==> config.mk <==
export PLATFORM = sky130hd
export DESIGN_NAME = spi_responder
export DESIGN_NICKNAME = d
export VERILOG_FILES = /design/src/rtl/spi_pkg.sv /design/src/rtl/sync_edge.sv /design/src/rtl/spi_responder.sv
export SDC_FILE = /design/constraint.sdc
export NUM_CORES = 1
export LEC_CHECK = 0
export ABC_AREA = 1
export BUFFER_PORTS_ARGS = -buffer_cell sky130_fd_sc_hd__buf_2
export CAP_MARGIN = 20
export CORE_MARGIN = 2
export CORE_UTILIZATION = 30
export CTS_BUF_LIST = sky130_fd_sc_hd__clkbuf_4 sky130_fd_sc_hd__clkbuf_8
export DETAILED_ROUTE_END_ITERATION = 10
export HOLD_SLACK_MARGIN = 0.06
export RECOVER_POWER = 100
export REMOVE_ABC_BUFFERS = 1
export SLEW_MARGIN = 5
export SYNTH_ARGS = -nofsm -noshare
export SYNTH_HDL_FRONTEND = slang
export SYNTH_SLANG_ARGS = --single-unit
==> constraint.sdc <==
create_clock -name clock -period 2.7 [get_ports clock]
set_input_delay 0.405 -clock clock [delete_from_list [all_inputs] [get_ports clock]]
set_output_delay 0.405 -clock clock [all_outputs]
set_load 0.02 [all_outputs]
==> src/rtl/spi_pkg.sv <==
// Shared types and constants for the SPI responder.
package spi_pkg;

   localparam int unsigned SPI_WIDTH = 16;

   typedef enum logic {
      IDLE  = 1'b0,
      SHIFT = 1'b1
   } state_t;

endpackage

==> src/rtl/sync_edge.sv <==
// Two-flop synchronizer plus a delayed copy for rise/fall detection.
module sync_edge #(
   parameter logic RST_VAL = 1'b0
) (
   input  logic clock,
   input  logic reset,
   input  logic din,
   output logic sync,
   output logic rise,
   output logic fall
);

   logic meta;
   logic sync_q;
   logic dly_q;

   // Synchronizer chain; reset value sets the idle level seen by edge detection
   always_ff @(posedge clock or posedge reset) begin
      if (reset) begin
         meta   <= RST_VAL;
         sync_q <= RST_VAL;
         dly_q  <= RST_VAL;
      end else begin
         meta   <= din;
         sync_q <= meta;
         dly_q  <= sync_q;
      end
   end

   assign sync = sync_q;
   assign rise = sync_q & ~dly_q;
   assign fall = ~sync_q & dly_q;

endmodule

==> src/rtl/spi_responder.sv <==
// SPI mode-0 responder, fully oversampled in the system clock domain.
module spi_responder
   import spi_pkg::*;
#(
   parameter int unsigned WIDTH = SPI_WIDTH
) (
   input  logic             clock,
   input  logic             reset,
   input  logic             sclk,
   input  logic             cs_n,
   input  logic             mosi,
   output logic             miso,
   input  logic [WIDTH-1:0] tx_data,
   input  logic             tx_valid,
   output logic             tx_ready,
   output logic [WIDTH-1:0] rx_data,
   output logic             rx_valid,
   output logic             tx_underrun,
   output logic             frame_abort
);

   localparam int unsigned CW = (WIDTH > 1) ? $clog2(WIDTH) : 1;

   logic sclk_s, sclk_rise, sclk_fall;
   logic cs_s, cs_rise, cs_fall;
   logic mosi_s, mosi_rise, mosi_fall;
   logic unused_mosi_edges;

   sync_edge #(.RST_VAL(1'b0)) u_sclk (
      .clock(clock), .reset(reset), .din(sclk),
      .sync(sclk_s), .rise(sclk_rise), .fall(sclk_fall)
   );

   sync_edge #(.RST_VAL(1'b1)) u_cs (
      .clock(clock), .reset(reset), .din(cs_n),
      .sync(cs_s), .rise(cs_rise), .fall(cs_fall)
   );

   sync_edge #(.RST_VAL(1'b0)) u_mosi (
      .clock(clock), .reset(reset), .din(mosi),
      .sync(mosi_s), .rise(mosi_rise), .fall(mosi_fall)
   );

   assign unused_mosi_edges = sclk_s ^ cs_s ^ mosi_rise ^ mosi_fall;

   state_t           state_q, state_d;
   logic [CW-1:0]    cnt_q, cnt_d;
   logic [WIDTH-1:0] tx_sh_q, tx_sh_d;
   logic [WIDTH-1:0] rx_sh_q, rx_sh_d;
   logic [WIDTH-1:0] shadow_q, shadow_d;
   logic             empty_q, empty_d;
   logic             done_q, done_d;
   logic [WIDTH-1:0] rx_data_q, rx_data_d;
   logic             rx_valid_q, rx_valid_d;
   logic             underrun_q, underrun_d;
   logic             abort_q, abort_d;
   logic             miso_q, miso_d;
   logic             load;

   // Next-state: FSM, bit counter, shift registers, shadow handshake, pulses
   always_comb begin
      state_d    = state_q;
      cnt_d      = cnt_q;
      tx_sh_d    = tx_sh_q;
      rx_sh_d    = rx_sh_q;
      shadow_d   = shadow_q;
      empty_d    = empty_q;
      done_d     = done_q;
      rx_data_d  = rx_data_q;
      rx_valid_d = 1'b0;
      underrun_d = 1'b0;
      abort_d    = 1'b0;
      load       = 1'b0;

      case (state_q)
         IDLE: begin
            cnt_d  = '0;
            done_d = 1'b0;
            if (cs_fall) begin
               state_d = SHIFT;
               load    = 1'b1;
            end
         end
         SHIFT: begin
            if (cs_rise) begin
               // Deselect wins over any coincident sclk edge
               state_d = IDLE;
               cnt_d   = '0;
               done_d  = 1'b0;
               if (cnt_q != '0) abort_d = 1'b1;
            end else if (sclk_rise) begin
               rx_sh_d = {rx_sh_q[WIDTH-2:0], mosi_s};
               if (cnt_q == CW'(WIDTH - 1)) begin
                  cnt_d      = '0;
                  rx_data_d  = rx_sh_d;
                  rx_valid_d = 1'b1;
                  done_d     = 1'b1;
               end else begin
                  cnt_d = cnt_q + 1'b1;
               end
            end else if (sclk_fall) begin
               if (cnt_q != '0) begin
                  tx_sh_d = tx_sh_q << 1;
               end else if (done_q) begin
                  load = 1'b1;
               end
            end
         end
         default: state_d = IDLE;
      endcase

      // Frame load sees the shadow as it was before any same-cycle offer
      if (load) begin
         if (!empty_q) begin
            tx_sh_d = shadow_q;
            empty_d = 1'b1;
         end else begin
            tx_sh_d    = '0;
            underrun_d = 1'b1;
         end
      end

      if (tx_valid && empty_q) begin
         shadow_d = tx_data;
         empty_d  = 1'b0;
      end

      miso_d = (state_d == SHIFT) ? tx_sh_d[WIDTH-1] : 1'b0;
   end

   // State and output registers
   always_ff @(posedge clock or posedge reset) begin
      if (reset) begin
         state_q    <= IDLE;
         cnt_q      <= '0;
         tx_sh_q    <= '0;
         rx_sh_q    <= '0;
         shadow_q   <= '0;
         empty_q    <= 1'b1;
         done_q     <= 1'b0;
         rx_data_q  <= '0;
         rx_valid_q <= 1'b0;
         underrun_q <= 1'b0;
         abort_q    <= 1'b0;
         miso_q     <= 1'b0;
      end else begin
         state_q    <= state_d;
         cnt_q      <= cnt_d;
         tx_sh_q    <= tx_sh_d;
         rx_sh_q    <= rx_sh_d;
         shadow_q   <= shadow_d;
         empty_q    <= empty_d;
         done_q     <= done_d;
         rx_data_q  <= rx_data_d;
         rx_valid_q <= rx_valid_d;
         underrun_q <= underrun_d;
         abort_q    <= abort_d;
         miso_q     <= miso_d;
      end
   end

   assign miso        = miso_q;
   assign tx_ready    = empty_q;
   assign rx_data     = rx_data_q;
   assign rx_valid    = rx_valid_q;
   assign tx_underrun = underrun_q;
   assign frame_abort = abort_q;

endmodule
Word-level counts from Yosys, hierarchy flattened. Cells that the tools add are included. Widths: inputs -> output; s select.

Add/sub/neg operators: 1. Multiply operators: 0. Div/mod/pow operators: 0. Order comparisons: 0. Equal/unequal tests: 5. Shift-type cells: 0. Mux-type cells: 36. Bitwise operators: 10. Reductions and logical operators: 10.

Operator list (number): $mux 16 (7); $mux 1 (22); $mux 4 (3); $pmux 4 s2 (1); $reduce_bool 2->1 (4); $not 1->1 (6); $pmux 1 s2 (3); $reduce_and 5->1 (1); $add 4x1->4 const B (1); $and 1x1->1 (4); $eq 4x4->1 const B (1); $ne 2x1->1 const B (2); $reduce_and 4->1 (1); $reduce_bool 4->1 (1); $ne 3x2->1 const B (1); $ne 3x3->1 const B (1); $reduce_and 3->1 (1); $reduce_and 2->1 (1); $logic_and 1x1->1 (1).

Register bits after elaboration: 82. Latch bits: 0. Bits in writable memories: 0. Memory bits (read-only): 0. Output and inout port bits: 21. Word-level logic and storage cells: 83. Memories: 0.

Depth between registers and ports, before layout. Gate-level depths: netlist (run 1).

Word-level depth: 8. Depth in mapped cells: 9.

Modules after synthesis. From an unflattened synthesis (run 1), not the netlist that was laid out.

Cells, all modules: 329. Area, all modules: 3392.0 um2.

Modules (own cells, without submodules): spi_responder (times used 1, cells each 305, area each 3106.7 um2); sync_edge at u_mosi ... (times used 2, cells each 8, area each 93.8 um2); sync_edge at u_cs (times used 1, cells each 8, area each 97.6 um2).

Worst setup path before layout (run 1). OpenSTA, ideal clock, no wires.

Path kind: flip-flop to flip-flop. Start point: reg u_cs.dly_q. End point: reg rx_data_q[1] (netlist: rx_data[1]). Setup time: 0.118 ns. Arrival time: 1.386 ns. Slack: 1.196 ns. Stages on the path, launching flop included: 9. Buffers on the path: 1. Path through: dfstp_2 inv_1 a21oi_4 inv_2 nor2_4 nand2_2 buf_6 nand2_1 o21ai_2.

Cells in the longest elaborated chain, start to end: 4.

Ends and longest elaborated chain: start, declared (RTL line sync_edge.sv:15) `logic dly_q;`; start signal, assigned (RTL line sync_edge.sv:26) `dly_q <= sync_q;`; $not 1->1 (RTL line sync_edge.sv:31) `assign rise = sync_q & ~dly_q;`; $and 1x1->1 (RTL line sync_edge.sv:31); $not 1->1 (no line); $reduce_and 4->1 (no line); end signal, assigned (RTL line spi_responder.sv:154) `rx_data_q <= rx_data_d;`; end, declared (RTL line spi_responder.sv:53) `logic [WIDTH-1:0] rx_data_q, rx_data_d;`.

No other way between the ends. A chain may end at the register's enable or synchronous reset.

Worst setup path after layout (run 1).
Start point: reg cnt_q[0]. End point: reg tx_sh_q[14].

Cells in the longest elaborated chain, start to end: 8. Elaborated cells between the ends (all ways): 13. Classes of those cells: eq/ne: 2; mux: 6; reduce/logical: 5.

Ends and longest elaborated chain: start, declared (RTL line spi_responder.sv:47) `logic [CW-1:0] cnt_q, cnt_d;`; start signal, assigned (RTL line spi_responder.sv:148) `cnt_q <= cnt_d;`; $reduce_bool 4->1 (*) (RTL line spi_responder.sv:102) `if (cnt_q != '0) begin`; $mux 1 (RTL line spi_responder.sv:102); $mux 1 (RTL line spi_responder.sv:101) `end else if (sclk_fall) begin`; $mux 1 (RTL line spi_responder.sv:91) `end else if (sclk_rise) begin`; $mux 1 (RTL line spi_responder.sv:85) `if (cs_rise) begin`; $pmux 1 s2 (RTL line spi_responder.sv:75) `case (state_q)`; $ne 2x1->1 (no line) or $reduce_bool 2->1 (tied branches); $reduce_and 5->1 (no line); end signal, assigned (RTL line spi_responder.sv:149) `tx_sh_q <= tx_sh_d;`; end, declared (RTL line spi_responder.sv:48) `logic [WIDTH-1:0] tx_sh_q, tx_sh_d;`.

Every way passes the cells marked *; elsewhere a longest branch is shown, timed or not.

==> metrics, run 1 <==
Overflow after GRT=0; Max-Cap Viols=1; Via Count=2241; Layout Skew=0.008810 ns; Port Buffer Count=42; FF+latch count, synth=82; Synth async-reset ratio=100.0%; cts hold-fix bufs=0; Post-synth top cells=78 x dfrtp_1, 65 x nand2_1, 35 x nand3_1, 27 x inv_1, 18 x o21ai_0; max_slew headroom=-18.54%; CTS resizes=0; Distinct cells, synth=25; Yosys warnings=0; Final Hold Viols=0; cells taking the most area after synthesis=dfrtp_1 59%, nand2_1 7.3%, nand3_1 5.3%; CTS Root Buffer Type=clkbuf_8; # diodes=0; Max stage delay on crit path=0.57 ns; GPL Wtd Cong=0.7463; critical path class=reg -> reg; Sink Count=82; final WL=between 6000 and 7000 um; vias in the first global route=between 2000 and 2500; post-DR wirelength/cell=12.53 um; GRT Util Overall=11.60%; CP Max Fanout=17; I/O Pins=43; vias per inst=4.509; cell count after synthesis=310; die outline width=109.3 um; CP cell instances=inv_1, ha_1, nand2_1, nand3_1, o211ai_1, nand2_1; CP most frequent cell=nand2_1; Placeable Area=0.01084 mm^2; Mapped Area=0.003326 mm^2; Worst Path Required=2.94 ns; CTS Buffer Depth=2; Worst VDD drop=between 200 and 300 uV; Slew @ Worst Pin=1.768 ns; Slowest cell on crit path=nand3_1; initial antenna violation count=0; status=finished, violations left; Fin Setup TNS=0 ns; die height=109.3 um; Max H-tree Level=3; antenna viol nets, final=0; Worst Setup End Kind=flip-flop; final setup fails=0; fmax=453.6 MHz; worst hold path type=in -> reg; Synth Flop Type=dfrtp_1; Final min period=2.204 ns; EDFF count, synth=0; fraction of layout cells with a size suffix above 1=17.93%; pin count of the biggest net entering global routing=44; Clock transition at path regs=0.08 ns; tightest hold margin=0.1445 ns; Final #Nets=376; Iter 0 DRT Violations=87; FF-to-FF setup slack=0.50 ns; CTS tree=yes; RSZ-0062 raised after global routing=no; DP HPWL=4093 um; number of buffers created by CTS=9; area delta synth->final=13.17%; failing checks=max-capacitance violations, max-slew violations; count leader, synth=dfrtp_1; leading area contributor after synthesis=dfrtp_1; Rows=38; # DRC=0; sequential fraction of the synthesis area=61.85%; Clock Latency Late Sink=0.36 ns; crit share post-route=just over 80%; Pwr Density=between 800 and 900 mW/mm^2; arrival time at the worst endpoint=between 2 and 2.5 ns; Initial Util=30.68%; die area=0.01194 mm^2; Final Max Slew Viols=40; CP Launch Type=flip-flop; 1st-pass router iterations=4; LEAKAGE=1.733 nW; first-pass GRT wire length=10530 um; Mean Syn Cell Area=10.73 um^2; final core utilization=34.72%; top-area cell type share of the netlist area=58.69%; setup bufs post-CTS=0
flip-flops by register name, indices dropped and copies added, names as in the netlist, 4 cells and up:
signal    cells
shadow_q     16
rx_data      16
rx_sh_q      15
cnt_q         4
tx_sh_q      16
final cells by class:
type	count	area [um^2]
clock inverters	3	42.54
clock buffers	13	160.2
multi-input cells	186	1008
flip-flops and latches	82	2057
repair buffers	44	210.2
well taps	140	175.2
fillers	1152	7077
inverters	29	110.1
metrics by stage:
step	worst slack, ns	power, mW	instances	instance area, um^2
after global routing	0.1868	3.316	497	3764
final	0.4956	3.111	497	3764
after CTS	0.5671	3.173	497	3856
after floorplan	0.1932	2.099	297	3239
after global placement	0.6432	2.228	481	3654
after detailed placement	0.5879	2.260	481	3654
report_power, final:
part           switching, mW  internal (mW)  leakage (nW)
Combinational          0.278          0.245         0.574
Sequential             0.156           1.53          1.06
Clock                  0.422          0.483         0.104
Total                  0.856           2.25          1.73
per-layer routing:
metal  track usage, %  wire length, um
met2            17.21             2838
met5                0                0
met4            8.318              215
met1            15.08             2907
met3            2.371              265
final timing paths:
kind / from / endpoint / cells after the start
worst min register to register: u_mosi.meta$_DFF_PP0_ / u_mosi.sync$_DFF_PP0_ / 0
max in group asynchronous: reset / u_cs.dly_q$_DFF_PP1_ / 3
min in group asynchronous: reset / u_mosi.meta$_DFF_PP0_ / 2
worst min-delay path: cs_n / u_cs.meta$_DFF_PP1_ / 1
worst max register to register: cnt_q[0]$_DFFE_PP0P_ / tx_sh_q[14]$_DFFE_PP0P_ / 6
worst max-delay path: cnt_q[0]$_DFFE_PP0P_ / tx_sh_q[14]$_DFFE_PP0P_ / 6
logic make-up (layout without fill, tap and decap cells):
kind of cell,Yosys count,in the layout,share of synthesized area (%)
AND/OR/NAND/NOR,129,129,18.13
AO/OA/AOI/OAI,38,38,7.788
XOR/XNOR,2,2,0.5268
multiplexers,15,15,5.079
buffers and inverters,42,89,5.869
adder cells (fa/ha/maj),2,2,0.7523
flip-flops,82,82,61.85
critical path: cells and delay by family, from the launching register on:
| kind | cells | cell delay [ns] |
|---|---|---|
| adder cells (fa/ha/maj) | 1 | 0.21 |
| buffers and inverters | 1 | 0.08 |
| AO/OA/AOI/OAI | 1 | 0.36 |
| AND/OR/NAND/NOR | 3 | 1.06 |
| flip-flops | 1 | 0.38 |
placed cells by master, fill, tap and decap left out:
| cell | instances |
|---|---|
| clkinvlp_4 | 1 |
| a21oi_4 | 1 |
| nand3_1 | 36 |
| clkinvlp_2 | 1 |
| a21oi_1 | 3 |
| inv_1 | 27 |
| clkbuf_8 | 10 |
| mux2_2 | 15 |
| inv_2 | 1 |
| xor2_1 | 2 |
| clkbuf_2 | 1 |
| clkinv_2 | 1 |
| o21ai_0 | 32 |
| a21boi_0 | 1 |
| clkbuf_4 | 3 |
| buf_2 | 22 |
| dfrtp_1 | 78 |
| ha_1 | 2 |
| nor3_1 | 1 |
| dfstp_1 | 2 |
| o211ai_1 | 1 |
| nor2_1 | 9 |
| nand2_1 | 65 |
| dfstp_2 | 2 |
| nand2_2 | 1 |
| buf_12 | 1 |
| clkbuf_1 | 20 |
| nand4_1 | 14 |
| nor2_4 | 3 |
| bufinv_16 | 1 |
(Power assumes the default switching activity.)
==> run 2, diff against run 1 <==
==> constraint.sdc (replaced) <==
create_clock -name clock -period 2.1 [get_ports clock]
set_input_delay 0.315 -clock clock [delete_from_list [all_inputs] [get_ports clock]]
set_output_delay 0.315 -clock clock [all_outputs]
set_load 0.02 [all_outputs]
==> run 2 against run 1 <==
Worst hold slack better by 0.043 ns. First-iteration DRC count rose to 2.6 times the previous value. Clock-buffer cell count down 3. Maximum frequency up 20%. Flip-flop and latch count unchanged. Global-route usage down 0.33 points. Die area unchanged. Sequential share of layout area down 1.4 points. Critical path depth up 1. Via count up 0.85%. The run now ends clean. Core utilization up 0.89 points.
==> metrics, run 2 (synthesis results as in run 1) <==
Critical R2R Launch=cnt_q[0]$_DFFE_PP0P_ (unchanged); arrival time at the worst endpoint=2.07 ns (was 2.45 ns); multi-input logic area=0.001018 mm^2 (was 0.001008 mm^2); number of buffers created by CTS=9 (unchanged); Clock Latency Late Sink=0.36 ns (about the same); area delta synth->final=16.06% (was 13.17%); antenna viol nets, final=0 (unchanged); 1st-pass router iterations=4 (unchanged); Initial Util=30.68% (unchanged); LEAKAGE=1.772 nW (was 1.733 nW); Pwr Density=1037 mW/mm^2 (was 826.5 mW/mm^2); Top delay family on crit path=buffers and inverters (was simple AND/OR/NAND/NOR gates); CP Max Fanout=15 (was 17); final WL=6147 um (was 6227 um); Max-Cap Viols=0 (was 1); # diodes=0 (unchanged); final core utilization=35.61% (was 34.72%); leading cell types in the layout, fill and taps excluded=78 x dfrtp_1, 66 x nand2_1, 35 x nand3_1, 30 x o21ai_0, 27 x inv_1 (was 78 x dfrtp_1, 65 x nand2_1, 36 x nand3_1, 32 x o21ai_0, 27 x inv_1); DP HPWL=4050 um (was 4093 um); Overflow after GRT=0 (unchanged); CP Launch Type=flip-flop (unchanged); Final Hold Viols=0 (unchanged); die height=109.3 um (unchanged); fraction of layout cells with a size suffix above 1=19.07% (was 17.93%); post-DR wirelength/cell=12.12 um (was 12.53 um); Placeable Area=0.01084 mm^2 (unchanged); RSZ-0062 raised after global routing=no (unchanged); CTS Root Buffer Type=clkbuf_8 (unchanged); first-pass GRT wire length=10570 um (was 10530 um); Clock transition at path regs=0.08 ns (about the same); R2R depth=7 (was 6); Final #Nets=386 (was 376); # DRC=0 (unchanged); Iter 0 DRT Violations=226 (was 87); I/O Pins=43 (unchanged); die outline width=109.3 um (unchanged); Sink Count=82 (unchanged); Slew @ Worst Pin=1.222 ns (was 1.768 ns); fmax=543.3 MHz (was 453.6 MHz); GPL Wtd Cong=0.7765 (was 0.7463); final setup fails=0 (unchanged); max_slew headroom=18.07% (was -18.54%); Layout Skew=0.01193 ns (was 0.008810 ns); Final Max Slew Viols=0 (was 40); vias in the first global route=2212 (was 2260); Worst Path Required=2.33 ns (was 2.94 ns); commonest non-fill, non-tap cell in the layout=dfrtp_1 (unchanged); reg2reg end=miso$_DFF_PP0_ (was tx_sh_q[14]$_DFFE_PP0P_); CP cell instances=inv_1, ha_1, nand2_1, clkbuf_1, nand4_1, nand3_1, a21oi_1 (was inv_1, ha_1, nand2_1, nand3_1, o211ai_1, nand2_1); Port Buffer Count=42 (unchanged); Final min period=1.841 ns (was 2.204 ns); Hold Path Stages=2 (was 1); vias per inst=4.458 (was 4.509); initial antenna violation count=0 (unchanged); worst hold path type=in -> reg (unchanged); FF-to-FF setup slack=0.26 ns (was 0.50 ns); CTS tree=yes (unchanged); Hold Path Origin=tx_data[4] (was cs_n); pin count of the biggest net entering global routing=43 (was 44); Max stage delay on crit path=0.56 ns (was 0.57 ns); CP bufs+invs=2 (was 1); Worst Setup End Kind=flip-flop (unchanged); die area=0.01194 mm^2 (unchanged); GRT Util Overall=11.26% (was 11.60%); Slowest cell on crit path=clkbuf_1 (was nand3_1); critical path class=reg -> reg (unchanged); Max H-tree Level=3 (unchanged); Via Count=2260 (was 2241); status=completed (was finished, violations left); Fin Setup TNS=0 ns (unchanged); Fill cells=1128 (was 1152); crit share post-route=87.65% (was 81.64%); Hold Path End=shadow_q[4]$_DFFE_PP0P_ (was u_cs.meta$_DFF_PP1_); Worst VDD drop=385.9 uV (was 273.6 uV); Rows=38 (unchanged); CTS Buffer Depth=2 (unchanged); FF+latch area=0.002057 mm^2 (unchanged)
[run 2: worst register-to-register path, cell delays in order, from the launching register on]
cell,delay [ns]
dfrtp_1,0.37
inv_1,0.07
ha_1,0.22
nand2_1,0.10
clkbuf_1,0.56
nand4_1,0.18
nand3_1,0.15
a21oi_1,0.07
[run 2: through the flow]
stage	hold WS (ns)	instances	total power [mW]	setup slack (ns)	area, um^2
final	0.1877	507	4.001	0.2594	3860
after floorplan	0.3195	297	2.698	-0.3168	3239
after global routing	0.1806	507	4.255	0.04863	3860
after CTS	0.1763	507	4.078	0.2748	3950
after detailed placement	0.3378	487	2.930	0.3482	3711
after global placement	0.3328	487	2.902	0.4413	3711
[run 2: power breakdown]
part	total (mW)	internal [mW]	switching (mW)	leakage (nW)
Combinational	0.697	0.326	0.371	0.621
Clock	1.13	0.564	0.569	0.0959
Sequential	2.17	1.96	0.208	1.06
[run 2: what timing repair did]
| item | 4_1_cts | 5_1_grt |
|---|---|---|
| buffers inserted | 0 | 0 |
| hold buffers | 4 | 0 |
| gates resized for setup | 0 | 0 |
| endpoints found under the hold margin | 28 | 0 |
[run 2: final cells by class]
| type | instances | share of cell area (%) |
|---|---|---|
| repair buffers | 54 | 7.780 |
| inverters | 29 | 2.853 |
| flip-flops and latches | 82 | 53.29 |
| clock buffers | 10 | 3.404 |
| multi-input cells | 186 | 26.39 |
| clock inverters | 6 | 1.750 |
| well taps | 140 | 4.538 |
[run 2: metal layers]
metal | up-vias | GRT usage, % | routed length (um)
met4 | 0 | 5.696 | 125
met1 | 1075 | 16.29 | 3039
met2 | 48 | 16.06 | 2735
li1 | 1128 | - | -
met3 | 9 | 2.193 | 247
met5 | - | 0 | 0
[run 2: worst max path at each step]
stage                     slack [ns]  cells after the start            startpoint                 endpoint
after floorplan                -0.32                      1                 reset     cnt_q[0]$_DFFE_PP0P_
after global placement          0.44                      6  u_cs.dly_q$_DFF_PP1_  tx_sh_q[14]$_DFFE_PP0P_
after detailed placement        0.35                      6  u_cs.dly_q$_DFF_PP1_   tx_sh_q[9]$_DFFE_PP0P_
after CTS                       0.27                      6  u_cs.dly_q$_DFF_PP1_   tx_sh_q[9]$_DFFE_PP0P_
after global routing            0.05                      7  cnt_q[0]$_DFFE_PP0P_           miso$_DFF_PP0_
final                           0.26                      7  cnt_q[0]$_DFFE_PP0P_           miso$_DFF_PP0_
==> run 3, diff against run 2 <==
--- a/config.mk
+++ b/config.mk
@@ -8,11 +8,11 @@
 export ABC_AREA = 1
 export BUFFER_PORTS_ARGS = -buffer_cell sky130_fd_sc_hd__buf_2
 export CAP_MARGIN = 20
-export CORE_MARGIN = 2
 export CORE_UTILIZATION = 30
 export CTS_BUF_LIST = sky130_fd_sc_hd__clkbuf_4 sky130_fd_sc_hd__clkbuf_8
 export DETAILED_ROUTE_END_ITERATION = 10
 export HOLD_SLACK_MARGIN = 0.06
+export PLACE_DENSITY = 0.52
 export RECOVER_POWER = 100
 export REMOVE_ABC_BUFFERS = 1
 export SLEW_MARGIN = 5
==> run 3 against run 2 <==
Wire length fell by 1.2%. Maximum frequency fell by 1.0%. Flip-flop and latch count did not move. Cell count fell by 0.20%. Sequential power barely moved. Critical endpoint is now rx_data[4]$_DFFE_PP0P_. Largest power group unchanged. Highest routed layer unchanged.
==> metrics, run 3 (synthesis results as in run 1) <==
status=completed (unchanged); LEAKAGE=1.763 nW (was 1.772 nW); Final Max Slew Viols=0 (unchanged); worst hold path type=in -> reg (unchanged); overall power=3.889 mW (was 4.001 mW); Placeable Area=0.01084 mm^2 (unchanged); first-pass GRT wire length=10250 um (was 10570 um); 1st-pass router iterations=4 (unchanged); placed cell count=486 (was 487); leading cell types in the layout, fill and taps excluded=78 x dfrtp_1, 66 x nand2_1, 35 x nand3_1, 26 x inv_1, 25 x o21ai_0 (was 78 x dfrtp_1, 66 x nand2_1, 35 x nand3_1, 30 x o21ai_0, 27 x inv_1); crit share post-route=88.56% (was 87.65%); number of buffers created by CTS=9 (unchanged); post-DR wirelength/cell=12.01 um (was 12.12 um); # diodes=0 (unchanged); Max-Cap Viols=0 (unchanged); Final #Nets=385 (was 386); tightest hold margin=0.1940 ns (was 0.1877 ns); Overflow after GRT=0 (unchanged); fraction of layout cells with a size suffix above 1=20.77% (was 19.07%); CP cell instances=inv_1, a21oi_4, inv_2, nor2_4, nand2_1, buf_2, nand2_1, o21ai_0 (was inv_1, ha_1, nand2_1, clkbuf_1, nand4_1, nand3_1, a21oi_1); Worst VDD drop=307.9 uV (was 385.9 uV); die area=0.01151 mm^2 (was 0.01194 mm^2); Clock transition at path regs=0.08 ns (about the same); CP Launch Type=flip-flop (unchanged); arrival time at the worst endpoint=2.08 ns (was 2.07 ns); setup bufs post-CTS=0 (unchanged); pin count of the biggest net entering global routing=83 (was 43); CP most frequent cell=nand2_1; GPL Wtd Cong=0.7216 (was 0.7765); final WL=6076 um (was 6147 um); Clock Latency Late Sink=0.35 ns (was 0.36 ns); CTS Buffer Depth=2 (unchanged); commonest non-fill, non-tap cell in the layout=dfrtp_1 (unchanged); Pwr Density=1016 mW/mm^2 (was 1037 mW/mm^2); Fin Setup TNS=0 ns (unchanged); Via Count=2215 (was 2260); fmax=537.7 MHz (was 543.3 MHz); CTS tree=yes (unchanged); # DRC=0 (unchanged); final core utilization=35.32% (was 35.61%); final std cells w/o fill=506 (was 507); Sink Count=82 (unchanged); antenna viol nets, final=0 (unchanged); die outline width=107.3 um (was 109.3 um); DP HPWL=4031 um (was 4050 um); vias per inst=4.377 (was 4.458); Layout Skew=0.006603 ns (was 0.01193 ns); Iter 0 DRT Violations=135 (was 226); GRT Util Overall=11.74% (was 11.26%); I/O Pins=43 (unchanged); CTS resizes=0 (unchanged); Rows=38 (unchanged); CP Max Fanout=19 (was 15); final setup fails=0 (unchanged); CTS Root Buffer Type=clkbuf_8 (unchanged); Worst Setup End Kind=flip-flop (unchanged); vias in the first global route=2169 (was 2212); Worst Path Required=2.32 ns (was 2.33 ns); Slew @ Worst Pin=1.107 ns (was 1.222 ns); die height=107.3 um (was 109.3 um); RSZ-0062 raised after global routing=no (unchanged); initial antenna violation count=0 (unchanged); area delta synth->final=15.12% (was 16.06%); Slowest cell on crit path=dfstp_2 (was clkbuf_1); Max H-tree Level=3 (unchanged); Final min period=1.860 ns (was 1.841 ns); Port Buffer Count=42 (unchanged); critical path class=reg -> reg (unchanged); Final Hold Viols=0 (unchanged); Max stage delay on crit path=0.52 ns (was 0.56 ns); Initial Util=30.68% (unchanged); max_slew headroom=26.21% (was 18.07%)
-- run 3: changes by cell type in the layout (fill, tap and decap cells not counted), moves of 2 or more --
cell        previous run  this run
o21ai_2                2         7
clkinv_4               2         0
clkbuf_2               2         0
clkbuf_4               1         7
o21ai_0               30        25
clkinvlp_4             2         0
buf_12                 2         0
buf_2                 21        23
-- run 3: final timing paths --
check	start	endpoint	slack [ns]	cells past startpoint
max	u_cs.dly_q$_DFF_PP1_	rx_data[4]$_DFFE_PP0P_	0.24	8
max in group asynchronous	reset	tx_sh_q[13]$_DFFE_PP0P_	0.49	4
min in group asynchronous	reset	u_mosi.meta$_DFF_PP0_	0.90	4
max reg2reg	u_cs.dly_q$_DFF_PP1_	rx_data[4]$_DFFE_PP0P_	0.24	8
min reg2reg	u_mosi.meta$_DFF_PP0_	u_mosi.sync$_DFF_PP0_	0.35	0
min	tx_data[8]	shadow_q[8]$_DFFE_PP0P_	0.19	2
-- run 3: what timing repair did --
item / in CTS / in global routing
hold buffers: 4 / 0
endpoints found under the setup margin: 0 / 0
hold endpoints to repair: 34 / 0
-- run 3: critical path: cells and delay by family (launching register included) --
kind | cells | cell delay [ns]
buf+inv | 3 | 0.47
flops | 1 | 0.52
simple gates | 3 | 0.34
compound gates | 2 | 0.40
-- run 3: stage by stage --
stage               worst slack [ns]  area [um^2]
floorplan                    -0.3168         3239
global placement              0.3573         3704
detailed placement            0.3509         3704
CTS                           0.3332         3918
global route                 0.07779         3829
finish                        0.2402         3829
-- run 3: per-layer routing --
metal	vias up	wire length (um)	GRT usage [%]
li1	1119	-	-
met1	1067	2917	15.26
met2	22	2883	17.65
met3	7	166	3.571
met4	0	108	5.969
met5	-	0	0
-- run 3: cell type report --
type                    count  area [um^2]
clock buffers              15        168.9
clock inverters             1        5.005
fillers                  1132         7012
inverters                  29        110.1
multi-input cells         186         1045
flip-flops and latches     82         2057
well taps                 140        175.2
repair buffers             53        267.8
-- run 3: power by group --
part / switching, mW / leakage [nW] / internal, mW
logic: 0.365 / 0.612 / 0.324
clock network: 0.521 / 0.0962 / 0.509
registers: 0.207 / 1.06 / 1.96
total: 1.09 / 1.76 / 2.80
